**config.mk**
```make
export PLATFORM = sky130hd
export DESIGN_NAME = sgen_nco_core
export DESIGN_NICKNAME = d
export VERILOG_FILES = /design/src/rtl/sgen_nco_pkg.sv /design/src/rtl/sgen_nco_rom.sv /design/src/rtl/sgen_nco_core.sv
export SDC_FILE = /design/constraint.sdc
export NUM_CORES = 1
export LEC_CHECK = 0
export ABC_AREA = 1
export BUFFER_PORTS_ARGS = -buffer_cell sky130_fd_sc_hd__buf_2
export CAP_MARGIN = 20
export CORE_UTILIZATION = 64
export DETAILED_ROUTE_END_ITERATION = 6
export PLACE_DENSITY = 0.93
export SYNTH_ARGS = -nofsm -noshare
export SYNTH_HDL_FRONTEND = slang
export SYNTH_HIERARCHICAL = 1
export SYNTH_SLANG_ARGS = --single-unit
```
**constraint.sdc**
```tcl
create_clock -name i_clk -period 5.3 [get_ports i_clk]
set_clock_uncertainty 0.05 [all_clocks]
set_input_delay 0 -clock i_clk [delete_from_list [all_inputs] [get_ports i_clk]]
set_output_delay 0 -clock i_clk [all_outputs]
set_load 0.005 [all_outputs]
```
**src/rtl/sgen_nco_pkg.sv**
```systemverilog
// Shared types and helpers for the NCO: quadrant enum, ROM entry generator, quadrant decode.
// The cosine path is compiled in only when SGEN_NCO_COS_EN is defined (see sgen_nco_core).
package sgen_nco_pkg;

  typedef enum logic [1:0] {Q0, Q1, Q2, Q3} quad_t;

  typedef struct packed {
    logic negate;
    logic mirror;
  } quad_map_t;

  // Second half of the period is negated; odd quadrants walk the quarter-wave backwards.
  function automatic quad_map_t quad_decode(quad_t q);
    quad_map_t m;
    m.negate = (q == Q2) || (q == Q3);
    m.mirror = (q == Q1) || (q == Q3);
    return m;
  endfunction

  // Sampling at k+0.5 makes entry k and entry 2^d-1-k mirror images, so the symmetry is exact.
  function automatic int rom_entry(int w, int d, int k);
    real pi;
    real x;
    pi = 3.14159265358979323846;
    x  = ((2.0 ** w) - 1.0) * $sin(pi / 2.0 * (real'(k) + 0.5) / (2.0 ** d));
    return $rtoi(x + 0.5);
  endfunction

endpackage

```
**src/rtl/sgen_nco_rom.sv**
```systemverilog
// Quarter-wave sine ROM with quadrant symmetry and a registered signed output sample.
// Reset clears the sample; enable low holds it.
module sgen_nco_rom
  import sgen_nco_pkg::*;
#(
  parameter int gp_rom_width = 8,
  parameter int gp_rom_depth = 6
) (
  input  logic                           clk,
  input  logic                           rst,
  input  logic                           ena,
  input  quad_t                          quad,
  input  logic [gp_rom_depth-1:0]        idx,
  output logic signed [gp_rom_width:0]   sample
);

  logic [gp_rom_width-1:0] rom_table [2**gp_rom_depth];

  for (genvar gi = 0; gi < 2**gp_rom_depth; gi++) begin : g_rom
    assign rom_table[gi] = gp_rom_width'(rom_entry(gp_rom_width, gp_rom_depth, gi));
  end

  quad_map_t               map;
  logic [gp_rom_depth-1:0] rd_idx;
  logic [gp_rom_width:0]   mag_ext;

  // Mirrored index 2^D-1-i is just the bitwise complement of i.
  always_comb begin
    map     = quad_decode(quad);
    rd_idx  = map.mirror ? ~idx : idx;
    mag_ext = {1'b0, rom_table[rd_idx]};
  end

  always_ff @(posedge clk) begin
    if (rst) begin
      sample <= '0;
    end else if (ena) begin
      sample <= map.negate ? -mag_ext : mag_ext;
    end
  end

endmodule

```
**src/rtl/sgen_nco_core.sv**
```systemverilog
// NCO core: phase accumulator driving quarter-wave ROM lookups for sine and (optional) cosine.
// Define SGEN_NCO_COS_EN to build the cosine path; otherwise o_cos is held at zero.
module sgen_nco_core
  import sgen_nco_pkg::*;
#(
  parameter int gp_rom_width        = 8,
  parameter int gp_rom_depth        = 6,
  parameter int gp_phase_accu_width = 16
) (
  input  logic                                i_clk,
  input  logic                                i_rst,
  input  logic                                i_ena,
  input  logic [gp_phase_accu_width-1:0]      i_fcw,
  output logic signed [gp_rom_width:0]        o_sin,
  output logic signed [gp_rom_width:0]        o_cos
);

  localparam int P = gp_phase_accu_width;
  localparam int D = gp_rom_depth;

  logic [P-1:0] acc_reg;
  quad_t        quad;
  logic [D-1:0] idx;

  // Outputs look up the pre-update phase, so the first enabled edge after reset yields phase 0.
  always_ff @(posedge i_clk) begin
    if (i_rst) begin
      acc_reg <= '0;
    end else if (i_ena) begin
      acc_reg <= acc_reg + i_fcw;
    end
  end

  assign quad = quad_t'(acc_reg[P-1:P-2]);
  assign idx  = acc_reg[P-3:P-2-D];

  // Phase bits below the ROM index are deliberately truncated.
  if (P > D + 2) begin : g_trunc
    logic unused_trunc;
    assign unused_trunc = ^acc_reg[P-3-D:0];
  end

  sgen_nco_rom #(
    .gp_rom_width (gp_rom_width),
    .gp_rom_depth (gp_rom_depth)
  ) u_sin_rom (
    .clk    (i_clk),
    .rst    (i_rst),
    .ena    (i_ena),
    .quad   (quad),
    .idx    (idx),
    .sample (o_sin)
  );

`ifdef SGEN_NCO_COS_EN
  quad_t cos_quad;

  // Cosine leads sine by a quarter turn.
  assign cos_quad = quad_t'(quad + 2'd1);

  sgen_nco_rom #(
    .gp_rom_width (gp_rom_width),
    .gp_rom_depth (gp_rom_depth)
  ) u_cos_rom (
    .clk    (i_clk),
    .rst    (i_rst),
    .ena    (i_ena),
    .quad   (cos_quad),
    .idx    (idx),
    .sample (o_cos)
  );
`else
  assign o_cos = '0;
`endif

endmodule

```
==> flow_summary.ini, run 1 <==
[run_status]
run_status = complete, no violations

[logic_synthesis]
synth_area_per_cell_sq_um = 5.81
yosysWarningCount = 6
synthCells = 530
ys_types = 37
seq_area_frac_synth_pct = 16.3
ys_async_sr_fraction_pct = 0
ys_ff_latch = 25
synthFlopType = dfxtp_1
yosys-top-cells-area = nand2_1 21%, dfxtp_1 16%, ha_1 9.8%
yosys.area.top_type = nand2_1
synth-edff-count = 0
syn_area_sq_um = 3080
synth_top_area_share_pct = 21.0

[grt]
antenna_found_initial = 0
grt_start_max_net_pins = 46
grt.overflow.total = 0
grt_pass1_vias = 2849
globalRouteTotalUtil_pct = 28.1
grt_pass1_wl_microns = 11700

[critical_path]
crit_slowest_cell = dfxtp_1
worstPathArrival_ns = 3.06
cp_top_family = simple AND/OR/NAND/NOR gates
r2r_cells = 21
worst-path-max-fanout = 11
worst-setup-path-type = flop to flop
r2r_start = acc_reg[14]
critPathRequiredTime_ns = 5.44
cp_common_cell = nand2_1
reg2reg_to = u_sin_rom/sample[6]
slowest_delay_ns = 0.74
crit_path_cell_trace = inv_8 -> nand2_1 -> nand2_1 -> inv_1 -> ha_1 -> inv_1 -> nand3_1 -> nand3_1 -> nand2_1 -> nand3_1 -> nand2_1 -> nand2_1 -> inv_2 -> ha_1 -> inv_1 -> nor2_2 -> nand4_1 -> nand3_1 -> nand3_1 -> nand2_1 -> inv_1
cp_num_cells = 21
critPathBufInv = 6
r2r_setup_slack_ns = 2.38
cp-start-kind = flop
cp-end-kind = flop

[floorplanning]
io_pins = 37
die-area_sq_um = 5090
die_height_microns = 71.3
die_x_microns = 71.3
fp-row-count = 24
coreArea_sq_um = 4470
initial_core_util_pct = 68.8

[sta]
setup-violations-final = 0
fmaxAchievable_ghz = 0.342
tightest_slew_ns = 0.749
final.period_utilization_pct = 55.1
finalCriticalPeriod_ns = 2.92
rsz0062_at_grt = no
max_slew_margin_pct = 50.0
slew_viol_final = 0
fin_setup_tns_ns = 0
hold_viol = 0
fin_hold_ws_ns = 0.0655

[placed_design]
portBuffers = 27
place_congestion = 0.952
place_hpwl_microns = 5310

[routing]
via_per_inst = 5.27
post_drt_wl_per_cell_microns = 11.4
antenna_left = 0
drt-total-wl_microns = 6810
drtIter0Drc = 284
drc = 0
drt_first_pass_iters = 5
vias = 3158

[hold_path]
worstHoldStart = i_fcw[0]
whs_path_depth = 4
hold_end = acc_reg[0]
min_path_type = primary input to flop

[run]
maxCapViolCount = 0

[final_layout]
fin_nets = 592
antenna_cells = 0
num-fill-cells = 400
area_growth_pct = 3.46
largest_reg_flops = 16
layout-drive-gt1-share_pct = 13.3

[clocking]
root_buffer = clkbuf_8
cts_buffers = 3
postCtsSetupBuffers = 0
clkTransAtPathRegs_ns = 0.10
cts_tree = built
cts_sinks = 25
clock_latency_ns = 0.28
ctsResizeCount = 0
ctsHoldBuffers = 0
cts_buffer_depth = 2
htree_levels = 1

[power]
power.density_nw_per_um2 = 267
max-vdd-ir-drop_mv = 0.157
leakagePower_uw = 0.00191
cells in the final DEF (no fill, tap or decap), drive strengths merged:
master | netlist | routed
nand2 | 193 | 193
inv | 87 | 87
nor2 | 62 | 62
nand3 | 55 | 55
buf | 19 | 27
dfxtp | 25 | 25
ha | 24 | 24
a21oi | 22 | 22
o21ai | 16 | 16
conb | 1 | 9
xor2 | 5 | 5
nand3b | 3 | 3
xnor2 | 3 | 3
nand4 | 3 | 3
clkbuf | 3 | 3
nor3 | 3 | 3
o211ai | 2 | 2
or2 | 2 | 2
and2 | 1 | 1
fa | 1 | 1
clkinvlp | 0 | 1
layout make-up:
type                            instances  area (sq um)  area share (%)
Multi-Input combinational cell        404          2090            65.8
Sequential cell                        25           500            15.7
Inverter                               87           339            10.7
Timing Repair Buffer                   27           135            4.25
Tap cell                               52          65.1            2.04
Clock buffer                            3          41.3            1.30
Clock inverter                          1          7.51           0.236
per-stage QoR:
step                      power (uW)  instances  util [%]  setup WS (ns)  cell area, sq um
after floorplan                  643        538         -           2.93              3110
after global placement           709        595      70.1           2.52              3130
after detailed placement         724        595      70.1           2.40              3130
after CTS                        848        599      71.1           2.39              3180
after global routing             929        599      71.1           2.05              3180
final                            851        599      71.1           2.38              3180
cells in the mapped netlist (3+ instances only):
cell type and n:
clkbuf_1 3, inv_1 78, a21oi_1 19, a21oi_2 3, buf_4 10, nand2_1 172, dfxtp_1 25, nand2_2 13
inv_2 7, nor2_1 60, buf_2 3, xnor2_1 3, nand4_1 3, ha_1 24, nand2_4 6, nand3b_1 3
o21ai_1 5, xor2_1 4, o21ai_0 10, nand3_1 53, buf_6 5
worst max path at each step:
stage                 from                   to  slack [ns]
2_1_floorplan  acc_reg[14]  u_sin_rom/sample[4]        2.93
3_3_place_gp   acc_reg[14]  u_sin_rom/sample[4]        2.52
3_5_place_dp   acc_reg[14]  u_sin_rom/sample[4]        2.40
4_1_cts        acc_reg[14]  u_sin_rom/sample[6]        2.39
5_1_grt        acc_reg[14]  u_sin_rom/sample[6]        2.05
6_report       acc_reg[14]  u_sin_rom/sample[6]        2.38
cells by family after synthesis:
family                     Yosys count  synth area share (%)
AOI/OAI and AO/OA                   40                  7.16
DFF                                 25                  16.3
and+or+nand+nor                    322                  46.9
xor gates and xnor gates             8                  2.52
other                                1                 0.122
buffers and inverters              109                  16.6
adders and majority gates           25                  10.4
where the power goes:
group / internal (uW) / switching (uW) / total, uW
Clock: 53.5 / 69.6 / 123
Combinational: 173 / 321 / 493
Sequential: 211 / 23.3 / 234
worst register-to-register path, cell delays in order, from the launching register on:
cell and delay, ns:
dfxtp_1 0.74, inv_8 0.11, nand2_1 0.10, nand2_1 0.16, inv_1 0.20, ha_1 0.17, inv_1 0.04, nand3_1 0.09
nand3_1 0.08, nand2_1 0.06, nand3_1 0.07, nand2_1 0.06, nand2_1 0.08, inv_2 0.08, ha_1 0.16, inv_1 0.06
nor2_2 0.13, nand4_1 0.11, nand3_1 0.09, nand3_1 0.08, nand2_1 0.09, inv_1 0.04
metal layers:
layer,part of all wire [%],global-route usage (%),up-vias
met3,5.4,2.95,9
met5,0,0,-
met4,1.4,8.89,0
met2,50,51.7,99
met1,44,34.2,1402
li1,-,-,1648
Note: power is estimated with default switching activity, not from simulation.
==> inputs of run 2 (changes only) <==
- CORE_UTILIZATION: 64 -> 54
- PLACE_DENSITY: 0.93 -> 0.84
- clock period: 5.3 -> 2.4 ns (I/O delays scaled with it)
==> flow_summary.ini, run 2 (synthesized netlist as in run 1, its figures left out) <==
[run_status]
run_status = complete, no violations

[critical_path]
startpoint = acc_reg[14]
r2r_cells = 20
critPathRequiredTime_ns = 2.54
r2r_setup_slack_ns = 0.08
worst-setup-path-type = flop to flop
r2r_start = acc_reg[14]
worst-path-max-fanout = 7
cp-start-kind = flop
worstPathArrival_ns = 2.46
crit_path_end = u_sin_rom/sample[6]
reg2reg_to = u_sin_rom/sample[6]
cp-end-kind = flop

[grt]
grt_pass1_vias = 2939
grt_pass1_wl_microns = 12200
antenna_found_initial = 0
globalRouteTotalUtil_pct = 24.5
grt_start_max_net_pins = 46
grt.overflow.total = 0

[floorplanning]
die_x_microns = 77.5
die-area_sq_um = 6000
coreArea_sq_um = 5510
fp-row-count = 27
io_pins = 37
initial_core_util_pct = 55.9
die_height_microns = 77.5

[sta]
rsz0062_at_grt = yes
hold_viol = 0
setup_ws_ns = 0.0760
finalCriticalPeriod_ns = 2.32
tightest_slew_ns = 0.739
fmaxAchievable_ghz = 0.430
slew_viol_final = 0
final.period_utilization_pct = 96.8
max_slew_margin_pct = 50.7
setup-violations-final = 0

[run]
maxCapViolCount = 0

[routing]
drtIter0Drc = 189
drt_first_pass_iters = 5
drc = 0
vias = 3244
via_per_inst = 5.04
drt-total-wl_microns = 7290
post_drt_wl_per_cell_microns = 11.3
antenna_left = 0

[final_layout]
fin_util_pct = 65.1
largest_reg_flops = 16
fin_nets = 617
area_growth_pct = 16.6
layout_common_cells = 164 x nand2_1, 74 x inv_1, 57 x nor2_1
layout-drive-gt1-share_pct = 23.4
antenna_cells = 0
final_common_cell = nand2_1
fin_area_sq_um = 3590

[clocking]
htree_levels = 1
root_buffer = clkbuf_8
clkTransAtPathRegs_ns = 0.10
cts_tree = built
cts_sinks = 25
cts_buffers = 3
clock_latency_ns = 0.28
cts_buffer_depth = 2

[power]
switching_share_pct = 47.6
p_sw_uw = 999
max-vdd-ir-drop_mv = 0.285
p_int_uw = 1100
power_frac_seq_pct = 24.3
leakagePower_uw = 0.00206
power.density_nw_per_um2 = 585
clkPwrFrac_pct = 12.9
combPwrFrac_pct = 62.8

[placed_design]
placed_cell_area_sq_um = 3320
portBuffers = 27
pre_cts_slack_ns = -0.0940
place_congestion = 0.940
place_hpwl_microns = 5390

[hold_path]
min_path_type = primary input to flop
run 2: cell count changes in the layout (fill, tap and decap cells not counted), sizes merged:
cell | before | now
buf | 27 | 52
run 2: layout make-up:
class / count / area (sq um)
clock buffers: 3 / 41.3
flip-flops and latches: 25 / 510
inverters: 87 / 344
multi-input cells: 404 / 2260
clock inverters: 1 / 7.51
fillers: 490 / 1920
well taps: 72 / 90.1
repair buffers: 52 / 330
run 2: critical path: stages, from the launching register on:
cell and delay, ns:
dfxtp_4 0.41, inv_8 0.05, nand2_4 0.06, nand2_4 0.10
buf_6 0.14, ha_4 0.16, nand3_4 0.09, nand2_2 0.07
nand2_1 0.06, nand2_1 0.05, o21ai_1 0.13, nand2_1 0.09
inv_2 0.08, ha_4 0.13, inv_2 0.03, nor2_2 0.09
nand4_1 0.13, nand3_1 0.10, nand3_2 0.07, nand2_1 0.10
inv_1 0.04
run 2: worst min path at each step:
| stage | from | end | cells past startpoint |
|---|---|---|---|
| 2_1_floorplan | i_rst | u_sin_rom/sample[1] | 1 |
| 3_3_place_gp | u_sin_rom/sample[2] | o_sin[2] | 1 |
| 3_5_place_dp | u_sin_rom/sample[4] | o_sin[4] | 1 |
| 4_1_cts | i_fcw[0] | acc_reg[0] | 4 |
| 5_1_grt | i_fcw[0] | acc_reg[0] | 4 |
| 6_report | i_fcw[0] | acc_reg[0] | 4 |
run 2: repair_timing:
action | CTS | global route
gates resized for setup | 2 | 49
hold buffers | 0 | 0
pin swaps | 0 | 22
setup buffers | 0 | 4
setup endpoints to repair | 5 | 8
run 2: metal layers:
layer | wire, microns | vias up | track usage, %
met3 | 232 | 14 | 1.65
met5 | 0 | - | 0
met2 | 3690 | 80 | 45.4
li1 | - | 1694 | -
met1 | 3270 | 1456 | 29.9
met4 | 96 | 0 | 7.74
run 2: power groups by stage:
stage | Sequential (uW) | Combinational (uW) | Clock (uW)
3_3_place_gp | 514 | 1150 | 0
5_1_grt | 519 | 1480 | 287
3_5_place_dp | 517 | 1170 | 0
6_report | 511 | 1320 | 270
4_1_cts | 508 | 1180 | 279
2_1_floorplan | 512 | 907 | 0
run 2: stage by stage:
| step | hold slack, ns | total power (uW) | TNS (ns) | cells |
|---|---|---|---|---|
| 2_1_floorplan | 0.0191 | 1420 | 0 | 538 |
| 3_3_place_gp | 0.349 | 1660 | -0.0815 | 636 |
| 3_5_place_dp | 0.351 | 1690 | -0.211 | 636 |
| 4_1_cts | 0.0709 | 1970 | 0 | 640 |
| 5_1_grt | 0.0980 | 2290 | -0.135 | 644 |
| 6_report | 0.0673 | 2100 | 0 | 644 |
==> inputs of run 3 (changes only) <==
- ABC_AREA: 1 -> 0
- CORE_UTILIZATION: 54 -> 55
==> flow_summary.ini, run 3 <==
[critical_path]
worst-path-max-fanout = 6
reg2reg_to = u_sin_rom/sample[8]
worst-setup-path-type = flop to flop
r2r_start = acc_reg[14]
r2r_setup_slack_ns = -0.30
worstPathArrival_ns = 2.81
critPathRequiredTime_ns = 2.50
cp-end-kind = flop
r2r_cells = 13
cp-start-kind = flop

[clocking]
root_buffer = clkbuf_8
clock_latency_ns = 0.28
cts_buffers = 3
cts_buffer_depth = 2
clkTransAtPathRegs_ns = 0.10
cts_sinks = 25
htree_levels = 1
ctsHoldBuffers = 0
cts_tree = built

[logic_synthesis]
synthFlopType = dfxtp_1
yosysMostFrequentCell = nor2_1
yosys-top-cells-count = 33 x nor2_1, 31 x a21oi_1, 25 x dfxtp_1, 25 x o21ai_0, 24 x ha_1
yosys-top-cells-area = dfxtp_1 14%, ha_1 8.6%, a21oi_1 4.4%
yosys.area.top_type = dfxtp_1
ys_async_sr_fraction_pct = 0
ys_types = 86
synth-edff-count = 0
synth_top_area_share_pct = 14.3
synthCells = 453
seq_area_frac_synth_pct = 14.3
synth_area_per_cell_sq_um = 7.72
yosysWarningCount = 6
syn_area_sq_um = 3500
ys_ff_latch = 25

[floorplanning]
die-area_sq_um = 6680
coreArea_sq_um = 6030
io_pins = 37
fp-row-count = 28
initial_core_util_pct = 58.1
die_height_microns = 81.8
die_x_microns = 81.8

[routing]
drt-total-wl_microns = 10900
drt_first_pass_iters = 5
post_drt_wl_per_cell_microns = 17.9
drc = 0
drtIter0Drc = 418
antenna_left = 0
vias = 3899
via_per_inst = 6.43

[sta]
finalCriticalPeriod_ns = 2.70
fmaxAchievable_ghz = 0.370
rsz0062_at_grt = yes
max_slew_margin_pct = 57.4
hold_viol = 0
slew_viol_final = 0
final.period_utilization_pct = 113
tightest_slew_ns = 0.639
setup_ws_ns = -0.305
setup-violations-final = 9

[run_status]
run_status = finished with violations
failed_checks = negative setup slack

[grt]
grt_start_max_net_pins = 38
met3_usage_pct = 4.44
grt.overflow.total = 0
grt_pass1_vias = 3455
globalRouteTotalUtil_pct = 31.7
grtUsageMet2_pct = 53.1
met1_usage_pct = 40.6
gr-max-usage-layer = met2
antenna_found_initial = 0
grt_pass1_wl_microns = 16400

[hold_path]
worstHoldStart = i_fcw[0]
hold_end = acc_reg[0]
min_path_type = primary input to flop
whs_path_depth = 4

[final_layout]
largest_reg_flops = 16
fin_nets = 576
area_growth_pct = 29.3
fin_area_sq_um = 4520
layout-drive-gt1-share_pct = 33.9
final_common_cell = buf_4
stdcell_count = 606
layout_common_cells = 76 x buf_4, 33 x nor2_1, 28 x a21oi_1
antenna_cells = 0

[power]
power_frac_seq_pct = 15.9
power.density_nw_per_um2 = 792
clkPwrFrac_pct = 7.5
p_total_uw = 3580
switching_share_pct = 45.9
max-vdd-ir-drop_mv = 0.480
combPwrFrac_pct = 76.6
p_int_uw = 1940
leakagePower_uw = 0.00191
p_sw_uw = 1640

[placed_design]
place_hpwl_microns = 7580
dpl.cell_count = 595
portBuffers = 27
place_congestion = 0.950
placed_cell_area_sq_um = 4140

[run]
maxCapViolCount = 0
run 3: cell types whose count changed after synthesis, sizes merged, moves of 9 or more:
cell	before	now
a211oi	0	9
a21o	0	9
a21oi	22	34
buf	19	33
inv	87	16
mux2i	0	10
nand2	193	18
nand2b	0	20
nand3	55	11
nor2	62	33
nor2b	0	14
nor3b	0	11
o21ai	16	27
o22ai	0	9
run 3: how the worst max path moves through the flow:
| stage | from | endpoint | slack [ns] | cells after the start |
|---|---|---|---|---|
| after CTS | acc_reg[14] | u_sin_rom/sample[8] | -0.29 | 13 |
| after global placement | acc_reg[14] | u_sin_rom/sample[4] | -0.30 | 13 |
| after detailed placement | acc_reg[14] | u_sin_rom/sample[8] | -0.42 | 13 |
| final | acc_reg[14] | u_sin_rom/sample[8] | -0.30 | 13 |
| after global routing | acc_reg[14] | u_sin_rom/sample[4] | -0.38 | 13 |
| after floorplan | acc_reg[14] | u_sin_rom/sample[4] | -0.40 | 15 |
run 3: repair_timing:
item,in CTS,in global routing
setup buffers,1,6
cloned,0,1
pin swaps,11,7
endpoints found under the setup margin,12,12
resized for setup,22,27
run 3: layer usage:
layer	vias to the layer above	wire length [microns]
li1	1827	-
met1	1829	4450
met4	0	384
met5	-	0
met3	36	784
met2	207	5260
run 3: worst max-delay path: stages (launching register included):
cell and delay (ns):
dfxtp_4 0.43, xor2_4 0.17, inv_2 0.08, ha_4 0.18
mux2_4 0.26, a221o_1 0.33, a21oi_2 0.18, o221ai_2 0.15
inv_2 0.12, ha_4 0.13, inv_2 0.05, nor3b_4 0.19
and3_1 0.19, o32ai_1 0.07
run 3: logic make-up after synthesis:
group | Yosys count | share of synthesized area, %
fa+ha+maj | 25 | 9.16
compound gates | 146 | 31.0
xor+xnor | 19 | 5.15
buf+inv | 59 | 9.05
other cells | 1 | 0.107
mux | 13 | 3.83
simple gates | 165 | 27.4
flops | 25 | 14.3
run 3: cell type report:
cell class	count	area, sq um
tap	75	93.8
fill	462	1500
sequential	25	510
timing repair buffer	109	817
inverter	16	60.1
multi-input combinational	377	2990
clock inverter	1	7.51
clock buffer	3	41.3
run 3: through the flow:
step	utilization, %	hold WS, ns	worst slack (ns)	TNS, ns
6_report	75.0	0.101	-0.305	-1.78
5_1_grt	75.0	0.0949	-0.375	-2.45
4_1_cts	71.6	0.0698	-0.295	-1.44
3_5_place_dp	68.7	0.348	-0.421	-2.69
3_3_place_gp	68.7	0.309	-0.300	-1.95
2_1_floorplan	-	0.143	-0.402	-2.22
run 3: power groups by stage:
stage               Clock [uW]  Combinational (uW)  Sequential, uW
CTS                        275                2470             565
detailed placement           0                2320             570
global route               299                2920             582
finish                     268                2750             569
floorplan                    0                1540             555
global placement             0                2270             564
